### config.mk
export PLATFORM = sky130hd
export DESIGN_NAME = cam_tag_resolver
export DESIGN_NICKNAME = d
export VERILOG_FILES = /design/src/rtl/cam_tag_pkg.sv /design/src/rtl/cam_tag_prio_enc.sv /design/src/rtl/cam_tag_resolver.sv
export SDC_FILE = /design/constraint.sdc
export NUM_CORES = 1
export LEC_CHECK = 0
export CORE_MARGIN = 2
export CORE_UTILIZATION = 45
export DETAILED_ROUTE_END_ITERATION = 8
export HOLD_SLACK_MARGIN = 0.02
export PLACE_DENSITY = 0.74
export REMOVE_ABC_BUFFERS = 1
export SYNTH_ARGS = -nofsm -noshare
export SYNTH_HDL_FRONTEND = slang
export SYNTH_SLANG_ARGS = --single-unit
### constraint.sdc
create_clock -name clk -period 3.15 [get_ports clk]
set_clock_uncertainty 0.2 [all_clocks]
set_input_delay 0.63 -clock clk [delete_from_list [all_inputs] [get_ports clk]]
set_output_delay 0.63 -clock clk [all_outputs]
set_load 0.005 [all_outputs]
### src/rtl/cam_tag_pkg.sv
// Shared encodings for the CAM tag resolver: compare operations and resolver states.
package cam_tag_pkg;

    typedef enum logic [1:0] {
        CMP_LOAD  = 2'b00,
        CMP_AND   = 2'b01,
        CMP_OR    = 2'b10,
        CMP_CLEAR = 2'b11
    } cmp_op_e;

    typedef enum logic [1:0] {
        ST_IDLE = 2'b00,
        ST_EMIT = 2'b01,
        ST_DONE = 2'b10
    } state_e;

endpackage

### src/rtl/cam_tag_prio_enc.sv
// Lowest-set-bit encoder: index of the least significant set bit plus an any flag.
module cam_tag_prio_enc #(
    parameter int unsigned WIDTH      = 16,
    parameter int unsigned ADDR_WIDTH = 8
) (
    input  logic [WIDTH-1:0]      vec,
    output logic [ADDR_WIDTH-1:0] idx_c,
    output logic                  any_c
);

    // Scan from the top down so the lowest set bit is the last to win.
    always_comb begin
        idx_c = '0;
        any_c = 1'b0;
        for (int i = int'(WIDTH) - 1; i >= 0; i--) begin
            if (vec[i]) begin
                idx_c = ADDR_WIDTH'(i);
                any_c = 1'b1;
            end
        end
    end

endmodule

### src/rtl/cam_tag_resolver.sv
// Persistent tag register across compare passes plus a lowest-first multi-match resolver.
// Optional feature macro: CAM_TAG_MATCH_COUNT_EN adds a combinational match_count output.
module cam_tag_resolver
    import cam_tag_pkg::*;
#(
    parameter int unsigned DATA_DEPTH     = 16,
    parameter int unsigned ADDR_WIDTH_CAM = 8
) (
    input  logic                      clk,
    input  logic                      rstIn,
    input  logic [DATA_DEPTH-1:0]     tag_row,
    input  logic                      cmp_valid,
    input  logic [1:0]                cmp_op,
    output logic                      cmp_drop,
    output logic [DATA_DEPTH-1:0]     tag,
    output logic                      tag_any,
    output logic [ADDR_WIDTH_CAM-1:0] first_addr,
    input  logic                      res_start,
    output logic                      res_valid,
    input  logic                      res_ready,
    output logic [ADDR_WIDTH_CAM-1:0] res_addr,
    output logic                      res_last,
    output logic                      res_done,
    output logic                      busy
`ifdef CAM_TAG_MATCH_COUNT_EN
    ,
    output logic [$clog2(DATA_DEPTH+1)-1:0] match_count
`endif
);

    localparam int unsigned CNT_WIDTH = $clog2(DATA_DEPTH + 1);

    state_e                    state_q, state_d;
    logic [DATA_DEPTH-1:0]     tag_q, tag_d, scan_q, scan_d;
    logic [DATA_DEPTH-1:0]     tag_op_c, next_tag_c, scan_src_c;
    logic                      res_valid_q, res_valid_d;
    logic [ADDR_WIDTH_CAM-1:0] res_addr_q, res_addr_d;
    logic                      res_last_q, res_last_d;
    logic                      res_done_q, res_done_d;
    logic                      cmp_drop_q, cmp_drop_d;
    logic [ADDR_WIDTH_CAM-1:0] scan_idx_c;
    logic                      scan_any_c;
    logic                      scan_single_c;

    cam_tag_prio_enc #(.WIDTH(DATA_DEPTH), .ADDR_WIDTH(ADDR_WIDTH_CAM)) u_first_enc (
        .vec   (tag_q),
        .idx_c (first_addr),
        .any_c (tag_any)
    );

    // In IDLE the scan path looks at the tag about to be resolved; in EMIT at scan minus the accepted bit.
    cam_tag_prio_enc #(.WIDTH(DATA_DEPTH), .ADDR_WIDTH(ADDR_WIDTH_CAM)) u_scan_enc (
        .vec   (scan_src_c),
        .idx_c (scan_idx_c),
        .any_c (scan_any_c)
    );

    always_comb begin
        tag_op_c = tag_q;
        case (cmp_op_e'(cmp_op))
            CMP_LOAD:  tag_op_c = tag_row;
            CMP_AND:   tag_op_c = tag_q & tag_row;
            CMP_OR:    tag_op_c = tag_q | tag_row;
            CMP_CLEAR: tag_op_c = '0;
            default:   tag_op_c = tag_q;
        endcase
        next_tag_c = cmp_valid ? tag_op_c : tag_q;
    end

    always_comb begin
        scan_src_c = next_tag_c;
        if (state_q != ST_IDLE) begin
            scan_src_c = scan_q & ~(DATA_DEPTH'(1) << res_addr_q);
        end
        scan_single_c = scan_any_c && ((scan_src_c & (scan_src_c - DATA_DEPTH'(1))) == '0);
    end

    // Next-state and next-output logic.
    always_comb begin
        state_d     = state_q;
        tag_d       = tag_q;
        scan_d      = scan_q;
        res_valid_d = res_valid_q;
        res_addr_d  = res_addr_q;
        res_last_d  = res_last_q;
        res_done_d  = 1'b0;
        cmp_drop_d  = 1'b0;

        case (state_q)
            ST_IDLE: begin
                if (cmp_valid) begin
                    tag_d = tag_op_c;
                end
                if (res_start) begin
                    scan_d = next_tag_c;
                    if (scan_any_c) begin
                        state_d     = ST_EMIT;
                        res_valid_d = 1'b1;
                        res_addr_d  = scan_idx_c;
                        res_last_d  = scan_single_c;
                    end else begin
                        state_d    = ST_DONE;
                        res_done_d = 1'b1;
                    end
                end
            end
            ST_EMIT: begin
                cmp_drop_d = cmp_valid;
                if (res_valid_q && res_ready) begin
                    scan_d = scan_src_c;
                    if (res_last_q) begin
                        state_d     = ST_DONE;
                        res_valid_d = 1'b0;
                        res_last_d  = 1'b0;
                        res_addr_d  = '0;
                        res_done_d  = 1'b1;
                    end else begin
                        res_addr_d = scan_idx_c;
                        res_last_d = scan_single_c;
                    end
                end
            end
            ST_DONE: begin
                cmp_drop_d = cmp_valid;
                state_d    = ST_IDLE;
            end
            default: begin
                state_d = ST_IDLE;
            end
        endcase
    end

    always_ff @(posedge clk or negedge rstIn) begin
        if (!rstIn) begin
            state_q     <= ST_IDLE;
            tag_q       <= '0;
            scan_q      <= '0;
            res_valid_q <= 1'b0;
            res_addr_q  <= '0;
            res_last_q  <= 1'b0;
            res_done_q  <= 1'b0;
            cmp_drop_q  <= 1'b0;
        end else begin
            state_q     <= state_d;
            tag_q       <= tag_d;
            scan_q      <= scan_d;
            res_valid_q <= res_valid_d;
            res_addr_q  <= res_addr_d;
            res_last_q  <= res_last_d;
            res_done_q  <= res_done_d;
            cmp_drop_q  <= cmp_drop_d;
        end
    end

    assign tag       = tag_q;
    assign res_valid = res_valid_q;
    assign res_addr  = res_addr_q;
    assign res_last  = res_last_q;
    assign res_done  = res_done_q;
    assign cmp_drop  = cmp_drop_q;
    assign busy      = (state_q != ST_IDLE);

`ifdef CAM_TAG_MATCH_COUNT_EN
    always_comb begin
        match_count = '0;
        for (int i = 0; i < int'(DATA_DEPTH); i++) begin
            match_count = match_count + CNT_WIDTH'(tag_q[i]);
        end
    end
`endif

endmodule

# [After elaboration in Yosys (flattened, before gate mapping)]
# Index checks and enable logic that the tools add are counted.
[word_totals] regBits=46
[op_classes] reduce_logical=12 addsub=1 shift=1 bitwise=5 muxes=96 eq_ne=9
[ops] cell="$mux W4" count=32
[ops] cell="$mux W16" count=4
[ops] cell="$pmux W16 S4" count=1
[ops] cell="$and A16 B16 Y16" count=3
[ops] cell="$mux W1" count=45
[ops] cell="$mux W8" count=4
[ops] cell="$pmux W16 S2" count=1
[ops] cell="$logic_not A16 Y1" count=1
[ops] cell="$not A16 Y16" count=1
[ops] cell="$or A16 B16 Y16" count=1
[ops] cell="$pmux W8 S2" count=1
[ops] cell="$shl A1 B8 Y16 const A" count=1
[ops] cell="$sub A16 B1 Y16 const B" count=1
[ops] cell="$mux W2" count=4
[ops] cell="$ne A2 B2 Y1 const B" count=4
[ops] cell="$eq A2 B2 Y1 const B" count=3
[ops] cell="$pmux W1 S2" count=3
[ops] cell="$reduce_and A3 Y1" count=2
[ops] cell="$reduce_and A5 Y1" count=1
[ops] cell="$eq A2 B1 Y1 const B" count=2
[ops] cell="$logic_not A2 Y1" count=2
[ops] cell="$pmux W2 S2" count=1
[ops] cell="$reduce_and A4 Y1" count=1
[ops] cell="$reduce_bool A2 Y1" count=2
[ops] cell="2 further kinds" count=3

# [Longest topological paths before layout]
# Gate-level depths: netlist of the first run.
[logic_depth] depth_word=24 mapped_depth=12

# [By module]
# From an unflattened synthesis of the first run, not the netlist that was laid out.
[hier_totals] hier_cells=421 hier_area_um2=3273.1
[modules_own_cells] mod="cam_tag_resolver" area_each_um2=2847.7 cells_each=345 instances=1
[modules_own_cells] mod="cam_tag_prio_enc" area_each_um2=212.7 cells_each=38 instances=2

# [Worst setup path after synthesis of the first run]
# OpenSTA, ideal clock, no wires.
[synth_timing] kind="input-to-reg" startpoint="input port cmp_op[0]" endpoint="register res_addr_q[1] (netlist: res_addr[1])" setup_ns=0.110 path_slack_ns=0.407 t_arrival_ns=2.433 cell_stages=10 n_path_buf=3 cell_sequence="buf_2 -> buf_2 -> nor3_1 -> a311oi_1 -> nand4_1 -> nor4_2 -> a21o_1 -> buf_6 -> nand2_1 -> o41ai_1"
[synth_between] elab_chain_cells=23 word_cells_on_any_way=46 classes_between="4 x eq/ne; 40 x mux; 2 x reduce/logical"
[synth_lines] element="start: declaration" line_no="cam_tag_resolver.sv:13" text="input logic [1:0] cmp_op,"
[synth_lines] element="$eq A2 B2 Y1 (tied with other cells)" line_no="cam_tag_resolver.sv:60" text="case (cmp_op_e'(cmp_op))"
[synth_lines] element="$pmux W16 S4 (*)" line_no="cam_tag_resolver.sv:60"
[synth_lines] element="$mux W16 (*)"
[synth_lines] element="$mux W16 (*)" line_no="cam_tag_resolver.sv:72" text="if (state_q != ST_IDLE) begin"
[synth_lines] element="$mux W4 (16 in series)" line_no="cam_tag_prio_enc.sv:16" text="if (vec[i]) begin"
[synth_lines] element="$mux W8, on equally long branches" line_no="cam_tag_resolver.sv:111, cam_tag_resolver.sv:96"
[synth_lines] element="$mux W8, on equally long branches" line_no="cam_tag_resolver.sv:109, cam_tag_resolver.sv:94"
[synth_lines] element="$pmux W8 S2" line_no="cam_tag_resolver.sv:89" text="case (state_q)"
[synth_lines] element="end signal: assignment" line_no="cam_tag_resolver.sv:148" text="res_addr_q <= res_addr_d;"
[synth_lines] element="end: declaration" line_no="cam_tag_resolver.sv:37" text="logic [ADDR_WIDTH_CAM-1:0] res_addr_q, res_addr_d;"
# Mark *: on every way between the ends. The rest lies on a longest branch, timed or not. The select of a mux whose other input is x is not followed.
# A chain may end at the register's enable or synchronous reset.

# [Worst setup path in the final report of the first run]
[layout_timing] startpoint="input port cmp_op[1]" endpoint="register res_addr_q[1] (netlist: res_addr[1])"
# Same word-level chain as after synthesis.

==> results of run 1 <==
-- worst min path at each step --
| stage | endpoint | start | slack [ns] |
|---|---|---|---|
| 4_1_cts | scan_q[13] | scan_q[13] | 0.28 |
| 3_5_place_dp | scan_q[13] | scan_q[13] | 0.27 |
| 6_report | tag[15] | rstIn | 0.28 |
| 2_1_floorplan | cmp_drop | rstIn | 0.13 |
| 3_3_place_gp | scan_q[15] | scan_q[15] | 0.26 |
| 5_1_grt | scan_q[1] | scan_q[1] | 0.30 |
-- area by class of cell --
type | count | area (sq um) | area share
clock buffer | 6 | 82.6 | 0.0198
clock inverter | 2 | 60.1 | 0.0144
inverter | 35 | 131 | 0.0315
multi-input combinational | 296 | 1850 | 0.444
sequential | 42 | 1050 | 0.252
tap | 80 | 100 | 0.0240
timing repair buffer | 96 | 893 | 0.214
-- metal layers --
metal | track usage | part of all wire | vias up
li1 | - | - | 1613
met5 | 0 | 0 | -
met2 | 0.417 | 0.47 | 166
met1 | 0.362 | 0.44 | 1637
met3 | 0.0464 | 0.077 | 15
met4 | 0.0699 | 0.013 | 0
-- critical path: stages --
cell	delay [ns]
clkdlybuf4s50_1	0.45
buf_12	0.19
a22oi_2	0.16
nor3_1	0.07
a311oi_1	0.33
buf_4	0.18
buf_4	0.12
nand2_1	0.08
o211ai_1	0.23
a31oi_1	0.13
o21a_1	0.19
o41ai_1	0.24
-- kinds of logic (layout without fill, tap and decap cells) --
group | count (synthesis) | after routing | synth area share
AO/OA/AOI/OAI | 172 | 172 | 0.380
AND/OR/NAND/NOR | 114 | 114 | 0.177
buffers and inverters | 65 | 139 | 0.0986
flip-flops | 42 | 42 | 0.335
adder cells (fa/ha/maj) | 2 | 2 | 0.00798
other | 1 | 8 | 0.00120
-- stage by stage --
stage | TNS [ns] | std cells | setup WS (ns) | power (mW) | hold WS, ns
final | 0 | 557 | 0.139 | 4.75 | 0.278
after global routing | 0 | 557 | 0.00243 | 5.11 | 0.302
after CTS | 0 | 556 | 0.0680 | 4.65 | 0.285
after detailed placement | -1.35 | 548 | -0.237 | 4.08 | 0.265
after global placement | -0.363 | 548 | -0.0743 | 4.02 | 0.256
after floorplan | -13.89 | 373 | -0.869 | 2.66 | 0.134
-- registers in the layout, summed over array words and instances (netlist names) --
name,cells
cmp_drop,1
res_addr,4
res_done,1
res_last,1
res_valid,1
scan_q,16
state_q,2
tag,16
-- power groups by stage --
stage / Combinational, mW / Sequential [mW] / Clock, mW
finish: 3.16 / 1.04 / 0.539
global route: 3.46 / 1.08 / 0.568
CTS: 3.08 / 1.03 / 0.541
detailed placement: 3.05 / 1.03 / 0
global placement: 3.00 / 1.02 / 0
floorplan: 1.65 / 1.01 / 0
-- what timing repair did --
item | in CTS | in global routing
resized for setup | 9 | 6
hold endpoints to repair | 0 | 0
setup buffers | 0 | 1
endpoints found under the setup margin | 2 | 9
pin swaps | 4 | 3
-- cells in the mapped netlist, types with 3 or more instances --
master,n
a21boi_0,3
a21o_1,18
a21oi_1,36
a22oi_1,14
a311oi_1,15
a311oi_2,7
a31o_2,10
a31oi_1,8
and2_1,5
and2b_1,4
buf_2,10
buf_4,10
clkbuf_1,7
dfrtp_1,42
inv_1,34
nand2_1,37
nand2b_1,11
nand3_1,5
nand4_1,7
nor2_1,19
nor3_1,19
nor4_1,3
o21ai_0,31
o21ai_1,9
o21bai_1,3
o22ai_1,3
o31ai_1,3
o41ai_1,3
==> qor.csv, run 1 <==
stage,metric,value,unit
drt,firstDrtPassIters,5,
critical_path,r2r_end,res_addr[1],
clocking,h-tree-depth,2,
clocking,clock_sinks,42,
die,coreArea,6760,sq um
synthesis,ys_warn_count,0,
run_status,status,"finished, final reports clean",
critical_path,path_class,input pin to flip-flop,
die,start_util,0.464,
clocking,clk_pin_slew,0.08,ns
timing,final.period_utilization,0.956,
drt,avgRoutedWirePerCell,17.2,um
die,die_w,87.5,um
timing,rsz0062_at_grt,false,
critical_path,r2r-start,state_q[0],
placement,place.gp.congestion,0.873,
global_route,track_usage,0.260,
power_and_ir_drop,p_int,2.58,mW
critical_path,arrival,3.01,ns
clocking,hold_buffers,0,
timing,hold_violations,0,
clocking,cts_buffers,5,
layout,fill_cells,595,
layout,antenna_cells,0,
clocking,cts_tree,done,
global_route,grt_pass1_wl,15.6,mm
drt,ant_nets,0,
timing,drv_slew,0,
die,dieArea,7650,sq um
timing,setup_viol,0,
drt,vias_per_cell,6.16,
global_route,grt_max_degree,59,
power_and_ir_drop,seqPwrFrac,0.220,
synthesis,ys_ff_latch,42,
synthesis,synth.distinct_cells,44,
placement,placed_cell_area,3970,sq um
layout,final_core_util,0.618,
synthesis,synth_edf_count,0,
critical_path,cp-endpoint,res_addr[1],
synthesis,async_flop_share,1.00,
global_route,grt_pass1_vias,3152,
timing,period_minus_slack,3.01,ns
synthesis,synth_largest_area_cell,dfrtp_1,
critical_path,r2r_cells,12,
power_and_ir_drop,p_leak,1.87,nW
timing,worstMarginPinSlew,0.995,ns
layout,final_cell_mix,"clkdlybuf4s50_1, dfrtp_1, buf_4",
hold_path,hold_class,input pin to asynchronous set/reset pin,
clocking,clock_path_buffers,2,
critical_path,worst-path-max-fanout,32,
power_and_ir_drop,power.switching,2.16,mW
drt,drc,0,
power_and_ir_drop,ir_drop,0.439,mV
layout,final_common_cell,clkdlybuf4s50_1,
layout,final_cell_area,4170,sq um
job,max-cap-violations,0,
critical_path,cp-start-kind,input pin,
synthesis,netlist_instances,396,
clocking,clock_latency,0.31,ns
power_and_ir_drop,powerDensity,1140,nW/um^2
critical_path,crit_start,cmp_op[1],
synthesis,synthTopCellsByArea,"dfrtp_1, a21oi_1, o21ai_0, nand2_1, a21o_1",
synthesis,syn_avg_cell_area,7.91,sq um
power_and_ir_drop,clock_power_share,0.114,
timing,relSlewSlack,0.337,
timing,fmax,332,MHz
critical_path,endpoint_kind,flip-flop,
placement,dp_hpwl,6.73,mm
synthesis,ys.flop_type,dfrtp_1,
global_route,antenna_found_initial,0,
power_and_ir_drop,swShare,0.455,
synthesis,ys_seq_area_frac,0.335,
synthesis,synth_area,3130,sq um
die,rows,30,
layout,fin_nets,501,
clocking,clock-root-buffer,clkbuf_8,
power_and_ir_drop,power_frac_comb,0.666,
drt,drt_wl_total,9.57,mm
drt,vias,3431,
drt,drt-initial-drc-count,307,
critical_path,r2r_setup_slack,0.14,ns
global_route,overflow,0,
layout,syn2layout_area_growth,33.1,%
critical_path,critPathRequiredTime,3.15,ns
synthesis,yosys.area.top_type_share,0.335,
placement,io_buffers,52,
die,die_h,87.5,um
die,io_pins,61,
layout,drive_gt1_frac,0.180,
Power figures use the tool's default switching activity.
==> run 2, diff against run 1 <==
Settings changed: CAP_MARGIN set to 10, GPL_TIMING_DRIVEN set to 0.
==> qor.csv, run 2 (synthesis gave the netlist of run 1 again) <==
stage,metric,value,unit
layout,drive_gt1_frac,0.178,
timing,hold_violations,0,
critical_path,worst-path-max-fanout,7,
layout,syn2layout_area_growth,31.7,%
drt,drt-initial-drc-count,329,
timing,relSlewSlack,0.396,
job,max-cap-violations,0,
power_and_ir_drop,seqPwrFrac,0.227,
layout,fill_cells,613,
drt,wl_met1,4.34,mm
global_route,grt_pass1_vias,3103,
drt,vias,3392,
layout,final_cell_area,4130,sq um
clocking,clk_pin_slew,0.09,ns
critical_path,cp-start-kind,flip-flop,
layout,multi_input_area,1940,sq um
drt,firstDrtPassIters,6,
clocking,clock_path_buffers,2,
timing,worstMarginPinSlew,0.906,ns
placement,placed_cell_area,3660,sq um
critical_path,endpoint_kind,output port,
global_route,grt_pass1_wl,15.3,mm
timing,fmax,326,MHz
layout,final_cell_mix,"clkdlybuf4s50_1, dfrtp_1, nand2_1",
global_route,track_usage,0.252,
critical_path,max_stage_delay,0.54,ns
critical_path,path_delay_family,buffers and inverters,
run_status,status,"finished, final reports clean",
power_and_ir_drop,swShare,0.463,
drt,avgRoutedWirePerCell,17.9,um
power_and_ir_drop,p_leak,1.81,nW
power_and_ir_drop,clock_power_share,0.113,
die,io_pins,61,
clocking,clock-root-buffer,clkbuf_8,
clocking,cts_tree,done,
critical_path,path_cells,o31ai_2 -> a211oi_1 -> nor3_1 -> nor3_1 -> nor3_2 -> clkdlybuf4s50_1,
timing,period_minus_slack,3.06,ns
power_and_ir_drop,ir_drop,0.432,mV
layout,regArea,1060,sq um
drt,ant_nets,0,
die,dieArea,7650,sq um
clocking,clock_latency,0.30,ns
critical_path,arrival,2.23,ns
global_route,antenna_found_initial,0,
drt,vias_per_cell,6.27,
clocking,cts_buffers,5,
critical_path,critPathRequiredTime,2.32,ns
die,die_h,87.5,um
die,coreArea,6760,sq um
global_route,grt_max_degree,40,
power_and_ir_drop,p_int,2.56,mW
timing,final.period_utilization,0.973,
global_route,overflow,0,
clocking,h-tree-depth,2,
critical_path,path_class,flip-flop to output port,
drt,top_layer,met4,
drt,drt_wl_total,9.66,mm
die,rows,30,
timing,setup_viol,0,
critical_path,cp_num_buf_inv,1,
power_and_ir_drop,powerDensity,1160,nW/um^2
drt,wl_met3,614,um
drt,wl_met2,4.54,mm
critical_path,crit_path_frequent_cell,nor3_1,
clocking,clock_sinks,42,
critical_path,cp.depth,6,
timing,drv_slew,0,
die,start_util,0.464,
critical_path,r2r_cells,12,
drt,drc,0,
timing,fin_hold_ws,0.110,ns
placement,dp_hpwl,6.21,mm
hold_path,hold_class,input pin to asynchronous set/reset pin,
layout,antenna_cells,0,
power_and_ir_drop,power_frac_comb,0.660,
layout,final_common_cell,clkdlybuf4s50_1,
placement,io_buffers,52,
placement,place.gp.congestion,0.892,
layout,fin_nets,485,
power_and_ir_drop,power.switching,2.21,mW
critical_path,slowest_stage,clkdlybuf4s50_1,
die,die_w,87.5,um
[run 2: changes by cell type in the layout (fill, tap and decap cells not counted), sizes merged]
cell | before | now
dlygate4sd2 | 2 | 1
clkdlybuf4s50 | 49 | 47
buf | 45 | 31
clkdlybuf4s15 | 0 | 1
[run 2: through the flow]
step           utilization  std cells  setup slack [ns]  power, mW  TNS (ns)
3_3_place_gp         0.533        505             -2.59       3.53    -64.46
2_1_floorplan            -        373            -0.869       2.66    -13.89
6_report             0.611        541            0.0853       4.78         0
5_1_grt              0.611        541          -0.00989       5.11  -0.00989
3_5_place_dp         0.542        508             -1.38       3.65    -14.12
4_1_cts              0.587        525            0.0155       4.46         0
[run 2: final cells by class]
class | count | share of cell area
inverters | 35 | 0.0330
repair buffers | 80 | 0.182
clock inverters | 2 | 0.0145
multi-input cells | 296 | 0.471
well taps | 80 | 0.0242
flip-flops and latches | 42 | 0.256
clock buffers | 6 | 0.0200
[run 2: repair_timing]
item                                    CTS  global route
hold buffers                              0             0
cloned                                    0             0
buffers inserted                          9            16
pin swaps                                13            14
gates resized for setup                  31            10
endpoints found under the setup margin   28             8
[run 2: path summary, 6_finish.rpt]
path,start,endpoint,slack (ns)
worst max-delay path,tag[13],first_addr[1],0.09
worst min-delay path,rstIn,tag[2],0.11
worst max register to register,state_q[0],res_last,0.13
worst min register to register,scan_q[1],scan_q[1],0.28
max in group asynchronous,rstIn,tag[14],2.12
min in group clk,scan_q[1],scan_q[1],0.28
[run 2: power groups by stage]
stage | combinational (mW) | clock, mW | sequential [mW]
after CTS | 2.85 | 0.543 | 1.07
after global routing | 3.43 | 0.560 | 1.12
after detailed placement | 2.57 | 0 | 1.08
final | 3.15 | 0.539 | 1.09
after global placement | 2.46 | 0 | 1.07
after floorplan | 1.65 | 0 | 1.01
[run 2: layer usage]
layer | global-route usage | up-vias
met5 | 0 | -
met4 | 0.0727 | 0
met3 | 0.0237 | 21
met2 | 0.408 | 147
met1 | 0.357 | 1641
li1 | - | 1583
